===== src/rtl/fpu_ctrl_pkg.sv =====
// Shared decode constants and FSM state type for the FPU issue controller.
package fpu_ctrl_pkg;

    localparam logic [6:0] OPC_OPFP = 7'b1010011;
    localparam logic [6:0] OPC_FSW  = 7'b0100111;

    localparam logic [6:0] F7_FADD = 7'b0000000;
    localparam logic [6:0] F7_FSUB = 7'b0000100;
    localparam logic [6:0] F7_FMUL = 7'b0001000;

    localparam logic [31:0] FPU_NOP = 32'h0000_0013;

    typedef enum logic [1:0] {
        RUN   = 2'd0,
        STALL = 2'd1,
        DRAIN = 2'd2,
        DONE  = 2'd3
    } fpu_issue_state_t;

endpackage


===== src/rtl/fpu_scoreboard.sv =====
// Per-register in-flight write counters for the FPU register file (no bypass).
// LAT (2..7) is the issue-to-dependent-issue distance in cycles.
module fpu_scoreboard #(
    parameter int LAT = 3
) (
    input  logic       clk,
    input  logic       rst,
    input  logic       set_en,
    input  logic [4:0] set_idx,
    input  logic [4:0] rd_a,
    input  logic [4:0] rd_b,
    output logic [1:0] src_busy,
    output logic       busy_o,
    output logic       empty_next
);

    localparam logic [2:0] LOAD_VAL = 3'(LAT - 1);

    logic [2:0] cnt_q [32];
    logic [2:0] cnt_d [32];

    // A set and a decrement on the same register resolve to the set (WAW reload).
    always_comb begin
        busy_o     = 1'b0;
        empty_next = 1'b1;
        for (int f = 0; f < 32; f++) begin
            cnt_d[f] = (cnt_q[f] != 3'd0) ? cnt_q[f] - 3'd1 : 3'd0;
            if (set_en && set_idx == 5'(f)) begin
                cnt_d[f] = LOAD_VAL;
            end
            if (cnt_q[f] != 3'd0) begin
                busy_o = 1'b1;
            end
            if (cnt_d[f] != 3'd0) begin
                empty_next = 1'b0;
            end
        end
    end

    assign src_busy[0] = (cnt_q[rd_a] != 3'd0);
    assign src_busy[1] = (cnt_q[rd_b] != 3'd0);

    always_ff @(posedge clk or negedge rst) begin
        if (!rst) begin
            for (int f = 0; f < 32; f++) begin
                cnt_q[f] <= 3'd0;
            end
        end else begin
            for (int f = 0; f < 32; f++) begin
                cnt_q[f] <= cnt_d[f];
            end
        end
    end

endmodule


===== src/rtl/fpu_issue_ctrl.sv =====
// Issue controller between decode and the PRE/EX/NORMAL FPU pipeline.
// Optional FPU_ISSUE_STATS_EN adds stall-cycle and issued-op counters.
module fpu_issue_ctrl
    import fpu_ctrl_pkg::*;
#(
    parameter int LAT = 3
) (
    input  logic        clk,
    input  logic        rst,
    input  logic        inst_valid,
    input  logic [31:0] inst_i,
    output logic        inst_ready,
    output logic [31:0] fpu_inst_o,
    output logic        stall_o,
    input  logic        drain_req,
    output logic        drain_done,
    output logic        busy_o
`ifdef FPU_ISSUE_STATS_EN
    ,
    output logic [31:0] stat_stall,
    output logic [31:0] stat_issue
`endif
);

    // state | meaning
    // RUN   | accepting; drain_req starts a drain
    // STALL | FP instruction waiting on an in-flight source write
    // DRAIN | no accepts; waiting for the scoreboard to empty
    // DONE  | one-cycle drain_done pulse, then back to RUN

    fpu_issue_state_t state_q, state_d;

    logic       is_arith, is_fsw, is_fp, hazard, accept;
    logic [1:0] src_busy;
    logic       empty_next;

    assign is_arith = (inst_i[6:0] == OPC_OPFP) &&
                      (inst_i[31:25] == F7_FADD || inst_i[31:25] == F7_FSUB ||
                       inst_i[31:25] == F7_FMUL);
    assign is_fsw   = (inst_i[6:0] == OPC_FSW);
    assign is_fp    = is_arith || is_fsw;
    assign hazard   = (is_arith && src_busy[0]) || (is_fp && src_busy[1]);

    fpu_scoreboard #(.LAT(LAT)) u_scoreboard (
        .clk        (clk),
        .rst        (rst),
        .set_en     (accept && is_arith),
        .set_idx    (inst_i[11:7]),
        .rd_a       (inst_i[19:15]),
        .rd_b       (inst_i[24:20]),
        .src_busy   (src_busy),
        .busy_o     (busy_o),
        .empty_next (empty_next)
    );

    // DRAIN exits on the edge where the last counter reaches zero, so DONE
    // is the first cycle with an empty scoreboard.
    always_comb begin
        state_d    = state_q;
        inst_ready = 1'b0;
        drain_done = 1'b0;
        case (state_q)
            RUN: begin
                inst_ready = !hazard;
                if (drain_req) begin
                    state_d = DRAIN;
                end else if (inst_valid && hazard) begin
                    state_d = STALL;
                end
            end
            STALL: begin
                inst_ready = !hazard;
                if (!hazard) begin
                    state_d = RUN;
                end
            end
            DRAIN: begin
                if (empty_next) begin
                    state_d = DONE;
                end
            end
            DONE: begin
                drain_done = 1'b1;
                state_d    = RUN;
            end
            default: state_d = RUN;
        endcase
    end

    assign accept     = inst_valid && inst_ready;
    assign fpu_inst_o = (accept && is_fp) ? inst_i : FPU_NOP;
    assign stall_o    = inst_valid && !inst_ready;

    always_ff @(posedge clk or negedge rst) begin
        if (!rst) begin
            state_q <= RUN;
        end else begin
            state_q <= state_d;
        end
    end

`ifdef FPU_ISSUE_STATS_EN
    logic [31:0] stat_stall_q, stat_issue_q;

    always_ff @(posedge clk or negedge rst) begin
        if (!rst) begin
            stat_stall_q <= 32'd0;
            stat_issue_q <= 32'd0;
        end else begin
            if (stall_o) begin
                stat_stall_q <= stat_stall_q + 32'd1;
            end
            if (accept && is_fp) begin
                stat_issue_q <= stat_issue_q + 32'd1;
            end
        end
    end

    assign stat_stall = stat_stall_q;
    assign stat_issue = stat_issue_q;
`endif

endmodule


===== config.mk =====
export PLATFORM = sky130hd
export DESIGN_NAME = fpu_issue_ctrl
export DESIGN_NICKNAME = d
export VERILOG_FILES = /design/src/rtl/fpu_ctrl_pkg.sv /design/src/rtl/fpu_scoreboard.sv /design/src/rtl/fpu_issue_ctrl.sv
export SDC_FILE = /design/constraint.sdc
export NUM_CORES = 1
export LEC_CHECK = 0
export CORE_UTILIZATION = 51
export CTS_CLUSTER_SIZE = 12
export DETAILED_ROUTE_END_ITERATION = 7
export HOLD_SLACK_MARGIN = 0.03
export PLACE_DENSITY = 0.75
export SLEW_MARGIN = 10
export SYNTH_ARGS = -nofsm -noshare
export SYNTH_HDL_FRONTEND = slang
export SYNTH_SLANG_ARGS = --single-unit

===== constraint.sdc =====
create_clock -name clk -period 3.65 [get_ports clk]
set_clock_uncertainty 0.1 [all_clocks]
set_input_delay 0.73 -clock clk [delete_from_list [all_inputs] [get_ports clk]]
set_output_delay 0.73 -clock clk [all_outputs]
set_load 0.01 [all_outputs]

## Word-level counts from Yosys, hierarchy flattened

Cells that the tools add are included.

| operators by class | value |
|---|---|
| add/subtract/negate cells | 32 |
| multipliers | 0 |
| divide/modulo/power cells | 0 |
| order comparisons | 2 |
| eq/ne operators | 41 |
| shift-type cells | 0 |
| mux-type cells | 142 |
| bitwise gates (word level) | 2 |
| reductions and logical operators | 117 |

Operators with widths:

| operator | count |
|---|---|
| two-way mux 3 bit | 68 |
| nonzero test 3 bit | 66 |
| subtractor 3 x 1 -> 3 bit (second input constant) | 32 |
| equality test 5 bit (second input constant) | 16 |
| two-way mux 1 bit | 66 |
| equality test 5 x 4 -> 1 bit (second input constant) | 8 |
| logical AND 1 bit | 40 |
| two-way mux 32 bit | 1 |
| binary-select mux 3 bit (select 5 bit) | 2 |
| equality test 5 x 3 -> 1 bit (second input constant) | 4 |
| greater-or-equal comparator 6 bit (second input constant) | 2 |
| NOT 5 -> 6 bit | 2 |
| equality test 5 x 2 -> 1 bit (second input constant) | 2 |
| two-way mux 2 bit | 4 |
| case mux 2 bit (4 select lines) | 1 |
| equality test 7 x 3 -> 1 bit (second input constant) | 1 |
| equality test 7 x 4 -> 1 bit (second input constant) | 1 |
| equality test 7 x 6 -> 1 bit (second input constant) | 1 |
| equality test 7 bit (second input constant) | 1 |
| logical NOT 7 bit | 1 |
| equality test 5 x 1 -> 1 bit (second input constant) | 1 |
| logical NOT 5 bit | 1 |
| equality test 2 bit (second input constant) | 2 |
| logical OR 1 bit | 4 |
| other kinds (7) | 9 |

| storage, ports and cells | value |
|---|---|
| register bits | 98 |
| latch bits | 0 |
| RAM bits | 0 |
| bits in read-only memories | 0 |
| memories kept | 0 |

## Longest topological paths before layout

Gate-level depths: netlist of run 1.

| logic depth | value |
|---|---|
| depth in word-level cells | 48 |
| depth in mapped cells | 14 |
| gate-level depth less buffers | 9 |

## Hierarchy

From an unflattened synthesis of run 1, not the netlist that was laid out.

| second synthesis, totals | value |
|---|---|
| cell total of the unflattened synthesis | 573 |
| area total of the unflattened synthesis | 5691.7 um^2 |

By module, submodules not included:

| module | times used | cells an instance | area an instance (um^2) | sequential area each (um^2) |
|---|---|---|---|---|
| fpu_scoreboard | 1 | 503 | 5104.9 | 2402.3 |
| fpu_issue_ctrl | 1 | 70 | 586.8 | 50.0 |

## Worst setup path before layout of run 1

No wires, ideal clock.

| path | value |
|---|---|
| path type | input port to output port |
| start point | in inst_i[20] |
| end point | out fpu_inst_o[12] |
| arrival time | 3.211 ns |
| slack | -0.391 ns |
| stages | 12 |
| path buffers | 3 |
| cell sequence | buf_6 mux4_2 clkinv_1 o22ai_2 nor4_4 o21a_1 o21ai_0 nor2_1 and3_1 clkbuf_1 clkbuf_1 and2_1 |

| between the ends | value |
|---|---|
| word-level cells in the longest chain between the ends | 12 |

RTL lines:

| element | RTL line | RTL |
|---|---|---|
| start, declared | fpu_issue_ctrl.sv:11 | `input logic [31:0] inst_i,` |
| NOT 5 -> 6 bit (not written as such) | fpu_scoreboard.sv:41 | `assign src_busy[1] = (cnt_q[rd_b] != 3'd0);` |
| binary-select mux 3 bit (select 5 bit) | fpu_scoreboard.sv:41 |  |
| two-way mux 3 bit (not written as such) (2 in a row) | fpu_scoreboard.sv:41 |  |
| nonzero test 3 bit | fpu_scoreboard.sv:41 |  |
| logical AND 1 bit | fpu_issue_ctrl.sv:42 | `assign hazard = (is_arith && src_busy[0]) \|\| (is_fp && src_busy[1]);` |
| logical OR 1 bit | fpu_issue_ctrl.sv:42 |  |
| logical NOT 1 bit | -- |  |
| two-way mux 1 bit | -- |  |
| via inst_ready | fpu_issue_ctrl.sv:12 | `output logic inst_ready,` |
| logical AND 1 bit | fpu_issue_ctrl.sv:90 | `assign accept = inst_valid && inst_ready;` |
| logical AND 1 bit | fpu_issue_ctrl.sv:91 | `assign fpu_inst_o = (accept && is_fp) ? inst_i : FPU_NOP;` |
| two-way mux 32 bit | fpu_issue_ctrl.sv:91 |  |
| end, declared | fpu_issue_ctrl.sv:13 | `output logic [31:0] fpu_inst_o,` |

The timed path passes the listed nets, and every way through them passes these cells. The select of a mux whose other input is x is not followed.

## Worst setup path after layout of run 1

| path | value |
|---|---|
| start point | in inst_i[21] |
| end point | out fpu_inst_o[6] |

| between the ends | value |
|---|---|
| word-level cells in the longest chain between the ends | 12 |

RTL lines:

| element | RTL line |
|---|---|
| NOT 5 -> 6 bit (not written as such) | fpu_scoreboard.sv:41 |
| binary-select mux 3 bit (select 5 bit) | fpu_scoreboard.sv:41 |
| two-way mux 3 bit (not written as such) (2 in a row) | fpu_scoreboard.sv:41 |
| nonzero test 3 bit | fpu_scoreboard.sv:41 |
| logical AND 1 bit | fpu_issue_ctrl.sv:42 |
| logical OR 1 bit | fpu_issue_ctrl.sv:42 |
| logical NOT 1 bit | -- |
| two-way mux 1 bit | -- |
| logical AND 1 bit | fpu_issue_ctrl.sv:90 |
| logical AND 1 bit | fpu_issue_ctrl.sv:91 |
| two-way mux 32 bit | fpu_issue_ctrl.sv:91 |

Every way passes these cells. The select of a mux whose other input is x is not followed.

==> results.json, run 1 <==
{
  "dp_hpwl_mm": 18.71,
  "antenna_found_initial": 1,
  "syn2layout_area_growth_pct": 50.41,
  "drive_above_1_share_pct": 36.59,
  "status": "finished with violations",
  "drtIter0Drc": 901,
  "violations": "design-rule violations, negative setup slack",
  "synthArstFlopShare_pct": 100.0,
  "fp.dieH_um": 111.0,
  "synth-main-ff-cell": "dfrtp_1",
  "globalRouteMet1Util_pct": 53.97,
  "grt_max_degree": 52,
  "clock_path_buffers": 2,
  "ant_nets": 0,
  "p_per_area_mw_per_mm2": 268.8,
  "ios": 72,
  "cts_sinks": 98,
  "holdCritPathClass": "input port to asynchronous set/reset pin",
  "met3_usage_pct": 8.092,
  "gp_congestion": 1.056,
  "worst_slew_pin_slew_ns": 0.8877,
  "h-tree-depth": 3,
  "routed_wl_mm": 24.94,
  "ys_ff_latch": 98,
  "crit_path_end_kind": "primary output",
  "clk_latency_ns": 0.36,
  "regArea_mm2": 0.002452,
  "synth_area_mm2": 0.006058,
  "synth_cell_types": 71,
  "firstDrtPassIters": 8,
  "vias_per_cell": 6.422,
  "first_global_vias": 6875,
  "multi_input_area_mm2": 0.003691,
  "max_freq_mhz": 264.4,
  "cts_buffers": 9,
  "yosysSeqAreaShare_pct": 40.48,
  "r2r_cells": 13,
  "gr-usage-met2_pct": 64.36,
  "vias": 7103,
  "cp.required_ns": 2.82,
  "rsz0062_at_grt": "true",
  "wire_per_inst_um": 22.55,
  "clkTransAtPathRegs_ns": 0.07,
  "syn_inst": 700,
  "fin_nets": 993,
  "post_dp_cell_area_mm2": 0.008243,
  "core_mm2": 0.01152,
  "finalSetupViolCount": 29,
  "hold_buffers": 0,
  "timing.final.ws_setup_ns": -0.1315,
  "critPathArrivalTime_ns": 2.95,
  "root_buffer": "clkbuf_16",
  "io_buffers": 68,
  "fp-row-count": 39,
  "max-cap-violations": 0,
  "hold_violations": 0,
  "nFillCells": 772,
  "synth_edf_count": 0,
  "worst_setup_path_start_kind": "input port",
  "whs_ns": 0.3401,
  "slew_headroom_pct": 40.19,
  "slew_viol_final": 0,
  "floorplan.initialDensity_pct": 52.61,
  "route.detailed.drc": 24,
  "critical_path_class": "input port to primary output",
  "grt_pass1_wl_mm": 37.89,
  "crit_fanout": 6,
  "die_x_um": 111.0,
  "track_usage_pct": 40.86,
  "yosysWarningCount": 0,
  "p_leak_nw": 4.335,
  "design_area_mm2": 0.009112,
  "die_area_mm2": 0.01232,
  "cts_tree": "done",
  "min_period_ns": 3.782,
  "grt_remaining_overflow": 0,
  "layout_worst_path_cycle_share_pct": 103.6,
  "grt_busiest_layer": "met2",
  "syn_area_per_cell_um2": 8.655,
  "ir_worst_vdd_uv": 306.4
}
[path summary, 6_finish.rpt]
check                                            startpoint                          endpoint  slack (ns)
max                                              inst_i[21]                     fpu_inst_o[6]       -0.13
min                                                     rst  u_scoreboard.cnt_q[69]$_DFF_PN0_        0.34
max reg2reg                u_scoreboard.cnt_q[24]$_DFF_PN0_            state_q[0]$_DFFE_PN0P_        0.06
min reg2reg                 u_scoreboard.cnt_q[6]$_DFF_PN0_   u_scoreboard.cnt_q[6]$_DFF_PN0_        0.44
max in group asynchronous                               rst  u_scoreboard.cnt_q[92]$_DFF_PN0_        2.41
min in group clk            u_scoreboard.cnt_q[6]$_DFF_PN0_   u_scoreboard.cnt_q[6]$_DFF_PN0_        0.44
[per-stage QoR]
step                      power, mW  worst slack (ns)  utilization [%]  instances  TNS [ns]
after detailed placement      1.502            -1.134            71.58       1071    -66.23
after global placement        1.493            -1.017            71.58       1071    -60.99
after global routing          2.521           -0.1850            79.11       1105    -4.695
after CTS                     2.445          -0.05486            77.14       1104   -0.8916
after floorplan               1.275          -0.09866                -        701    -1.597
final                         2.450           -0.1315            79.13       1106    -3.021
[repair_timing]
| action | 4_1_cts | 5_1_grt |
|---|---|---|
| resized for setup | 241 | 49 |
| setup buffers | 11 | 4 |
| setup endpoints to repair | 99 | 32 |
| pin swaps | 37 | 26 |
| endpoints found under the hold margin | 0 | 0 |
| gates cloned | 6 | 0 |
[where the power goes]
part	total (mW)	internal, mW	switching, mW
clock	0.941	0.479	0.462
sequential	1.12	1.10	0.0217
combinational	0.392	0.182	0.210
[cell usage in the layout, fill, tap and decap left out, types with 4 or more instances in the layout]
master,instances
a211o_1,8
a21oi_1,27
a31oi_1,7
and2_1,11
and2_4,26
buf_2,4
buf_4,187
buf_6,44
clkbuf_16,9
clkdlybuf4s15_1,5
clkdlybuf4s50_1,14
dfrtp_1,98
dlygate4sd2_1,13
inv_1,32
mux2i_1,4
mux4_2,11
nand2_1,45
nand3_1,10
nand3b_1,8
nand4_1,15
nand4b_1,7
nor2_1,107
nor2b_1,4
nor3_1,62
nor3_2,5
nor3b_1,18
nor4_1,13
o21a_1,7
o21ai_0,32
o21ai_2,5
o21bai_1,7
o221ai_1,5
o22ai_1,8
o31ai_4,7
[state kept, by name, indices dropped and copies added, names as in the netlist]
name                flops
state_q                 2
u_scoreboard.cnt_q     96
[cell usage after synthesis (4+ instances only)]
cell type / number / area share (%)
dfrtp_1: 98 / 40
nor2b_1: 4 / 0.41
o31ai_1: 9 / 1.1
nor4_1: 17 / 1.8
o21bai_1: 7 / 0.87
nand3_1: 10 / 0.83
clkbuf_1: 12 / 0.74
and2_1: 37 / 3.8
buf_6: 4 / 0.74
nor2_1: 108 / 6.7
o221ai_1: 5 / 0.72
o22ai_1: 9 / 0.93
nand4b_1: 7 / 1.0
a31oi_1: 8 / 0.83
buf_4: 6 / 0.74
inv_1: 33 / 2.0
nor3_1: 66 / 5.5
nand4_1: 15 / 1.5
mux2i_1: 4 / 0.66
nand2_1: 46 / 2.9
o21ai_0: 37 / 3.1
a21oi_1: 27 / 2.2
mux4_2: 11 / 4.1
o21a_1: 7 / 0.87
a211o_1: 8 / 1.2
nand3b_1: 8 / 0.99
nor3_2: 4 / 0.66
a211oi_1: 5 / 0.62
nor4b_1: 8 / 1.2
nor3b_1: 19 / 2.4
[kinds of logic after synthesis]
| family | count (synthesis) | synth area share [%] |
|---|---|---|
| buffers and inverters | 65 | 4.977 |
| muxes | 18 | 5.308 |
| AOI/OAI and AO/OA | 149 | 16.91 |
| DFF | 98 | 40.48 |
| and+or+nand+nor | 368 | 32.20 |
| other | 2 | 0.1240 |
[cell type report]
class | instances | area share (%)
Antenna cell | 1 | 0.02746
Clock buffer | 9 | 2.472
Multi-Input combinational cell | 538 | 40.51
Inverter | 37 | 1.703
Sequential cell | 98 | 26.91
Tap cell | 143 | 1.963
Clock inverter | 7 | 0.7552
Timing Repair Buffer | 273 | 25.66
[per-layer routing]
| layer | vias up | share of wire, % |
|---|---|---|
| met1 | 3417 | 40 |
| met2 | 478 | 45 |
| met3 | 111 | 9.8 |
| met5 | - | 0 |
| met4 | 0 | 4.9 |
| li1 | 3097 | - |
[worst max-delay path, cell delays in order]
cell and delay (ns):
buf_6 0.11, buf_12 0.13, inv_4 0.06, buf_4 0.13, nor3_1 0.05, or4_1 0.52, nand4b_1 0.14, o21a_1 0.19
o21ai_2 0.08, nor2_2 0.13, and3_4 0.28, buf_6 0.14, and2_1 0.13, buf_2 0.13
No activity file was read; power rests on OpenSTA's default activity.
==> run 2: changes to the inputs <==
Settings changed: CORE_ASPECT_RATIO set to 1.4, CORE_UTILIZATION 51 to 55, GPL_ROUTABILITY_DRIVEN set to 0, PLACE_DENSITY 0.75 to 0.77.
Clock period 3.65 ns to 3.66 ns, I/O delays scaled along.
==> run 2 against run 1 <==
Effect of this change:
- the flow still finishes with violations (design-rule violations, negative setup slack)
- utilization rose by 4.2 points
- cell count decreased by 1.8%
- design area fell by 1.2%
- combinational power is 5.1% higher
- sequential cell count is the same
- via count grew 9.4%
- critical path depth is 1 lower
- die area shrank 7.1%
- highest routed layer is now met5
==> results.json, run 2 (synthesis gave the netlist of run 1 again) <==
{
  "die_area_mm2": 0.01144,
  "cts_tree": "done",
  "fin_nets": 976,
  "firstDrtPassIters": 8,
  "clock_path_buffers": 2,
  "worstReg2RegStart": "u_scoreboard.cnt_q[73]$_DFF_PN0_",
  "drive_above_1_share_pct": 35.34,
  "ir_worst_vdd_uv": 285.2,
  "vias_per_cell": 7.153,
  "dp_slack_ns": -1.018,
  "ios": 72,
  "worst_slew_pin_slew_ns": 0.8805,
  "min_period_ns": 3.983,
  "routed_wl_mm": 27.67,
  "violations": "design-rule violations, negative setup slack",
  "grt_pass1_wl_mm": 38.58,
  "cts_buffers": 9,
  "critical_path_class": "input port to flip-flop",
  "vias": 7768,
  "r2r_cells": 13,
  "met3_length_mm": 3.969,
  "route.met2.wl_mm": 12.05,
  "h-tree-depth": 3,
  "whs_ns": 0.2858,
  "fp-row-count": 45,
  "finalSetupViolCount": 35,
  "holdCritPathClass": "input port to asynchronous set/reset pin",
  "fp.dieH_um": 126.2,
  "grt_remaining_overflow": 0,
  "drtIter0Drc": 1495,
  "cp_num_buf_inv": 5,
  "r2r_slack_ns": -0.18,
  "cp_num_cells": 13,
  "slowest_delay_ns": 0.51,
  "track_usage_pct": 44.57,
  "crit_fanout": 9,
  "clkPwrFrac_pct": 38.1,
  "ant_nets": 0,
  "top_layer_used": "met5",
  "timing.final.ws_setup_ns": -0.3229,
  "max_freq_mhz": 251.1,
  "max-cap-violations": 0,
  "dp_hpwl_mm": 17.13,
  "slew_headroom_pct": 40.68,
  "final_cells": 1086,
  "syn2layout_area_growth_pct": 48.68,
  "power_frac_comb_pct": 16.7,
  "p_leak_nw": 4.283,
  "cts_sinks": 98,
  "path_cells": "dlygate4sd2_1 > o211ai_1 > o311a_1 > a211oi_4 > buf_4 > buf_6 > o221ai_4 > buf_12 > buf_4 > o31ai_4 > nand4_1 > or4_4 > o31ai_4",
  "swShare_pct": 28.65,
  "core_mm2": 0.01081,
  "worst_setup_path_start_kind": "input port",
  "route.detailed.drc": 123,
  "cp.required_ns": 3.83,
  "post_dp_cell_area_mm2": 0.008073,
  "regToRegEndpoint": "state_q[0]$_DFFE_PN0P_",
  "design_area_mm2": 0.009007,
  "top_register": "u_scoreboard.cnt_q",
  "tns_ns": -6.711,
  "p_int_mw": 1.761,
  "hold_buffers": 0,
  "floorplan.initialDensity_pct": 56.04,
  "clkTransAtPathRegs_ns": 0.07,
  "antenna_found_initial": 1,
  "reg_top3": "u_scoreboard.cnt_q (96), state_q (2)",
  "power_mw": 2.468,
  "io_buffers": 68,
  "layout_worst_path_cycle_share_pct": 108.8,
  "largest_reg_flops": 96,
  "p_per_area_mw_per_mm2": 274.0,
  "first_global_vias": 7227,
  "rsz0062_at_grt": "true",
  "root_buffer": "clkbuf_16",
  "final_common_cell": "buf_4",
  "slew_viol_final": 0,
  "most-common-layout-cells": "buf_4, nor2_1, dfrtp_1",
  "die_x_um": 90.70,
  "switchingPower_mw": 0.7069,
  "antenna_cells": 0,
  "pwr-share-seq_pct": 45.2,
  "cp_slowest_cell": "or4_4",
  "cp_top_family": "compound AO/OA/AOI/OAI gates",
  "crit_path_end_kind": "flip-flop",
  "placed_cells_incl_taps": 1045,
  "hold_violations": 0,
  "wire_per_inst_um": 25.48,
  "finalCoreUtilization_pct": 83.32,
  "clk_latency_ns": 0.37,
  "drt-met1-wl_mm": 8.411,
  "grt_max_degree": 55,
  "status": "finished with violations",
  "critPathArrivalTime_ns": 4.15
}
run 2: changes by cell type in the layout (fill, tap and decap cells not counted), moves of 3 or more:
cell,previous run,this run
and2_4,26,20
buf_4,187,171
o21ai_2,5,1
buf_2,4,10
buf_6,44,35
o21ai_1,1,4
clkdlybuf4s15_1,5,2
and2_1,11,17
nor3_4,3,6
run 2: power by group through the flow:
stage / Combinational, mW / Clock [mW] / Sequential, mW
2_1_floorplan: 0.148 / 0 / 1.12
3_3_place_gp: 0.333 / 0 / 1.13
3_5_place_dp: 0.338 / 0 / 1.13
4_1_cts: 0.366 / 0.925 / 1.11
5_1_grt: 0.429 / 0.978 / 1.12
6_report: 0.412 / 0.941 / 1.12
run 2: worst max path at each step:
stage,startpoint,to
2_1_floorplan,inst_i[20],fpu_inst_o[18]
3_3_place_gp,inst_i[20],fpu_inst_o[10]
3_5_place_dp,inst_i[20],fpu_inst_o[9]
4_1_cts,inst_i[16],fpu_inst_o[29]
5_1_grt,inst_i[18],state_q[0]$_DFFE_PN0P_
6_report,inst_i[18],state_q[0]$_DFFE_PN0P_
run 2: area by class of cell:
class / instances / area, µm²
Clock buffer: 10 / 239.0
Clock inverter: 6 / 47.55
Fill cell: 579 / 1803
Inverter: 37 / 157.7
Multi-Input combinational cell: 538 / 3754
Sequential cell: 98 / 2455
Tap cell: 141 / 176.4
Timing Repair Buffer: 256 / 2178
run 2: timing repair:
| item | CTS | global route |
|---|---|---|
| setup endpoints to repair | 32 | 33 |
| setup buffers | 23 | 11 |
| gates cloned | 3 | 0 |
| pin swaps | 25 | 37 |
| resized for setup | 241 | 56 |
run 2: per-layer routing:
layer,track usage [%],vias to the layer above
met1,49.70,3554
met5,0,-
met3,14.25,343
li1,-,3056
met2,69.70,813
met4,36.15,2
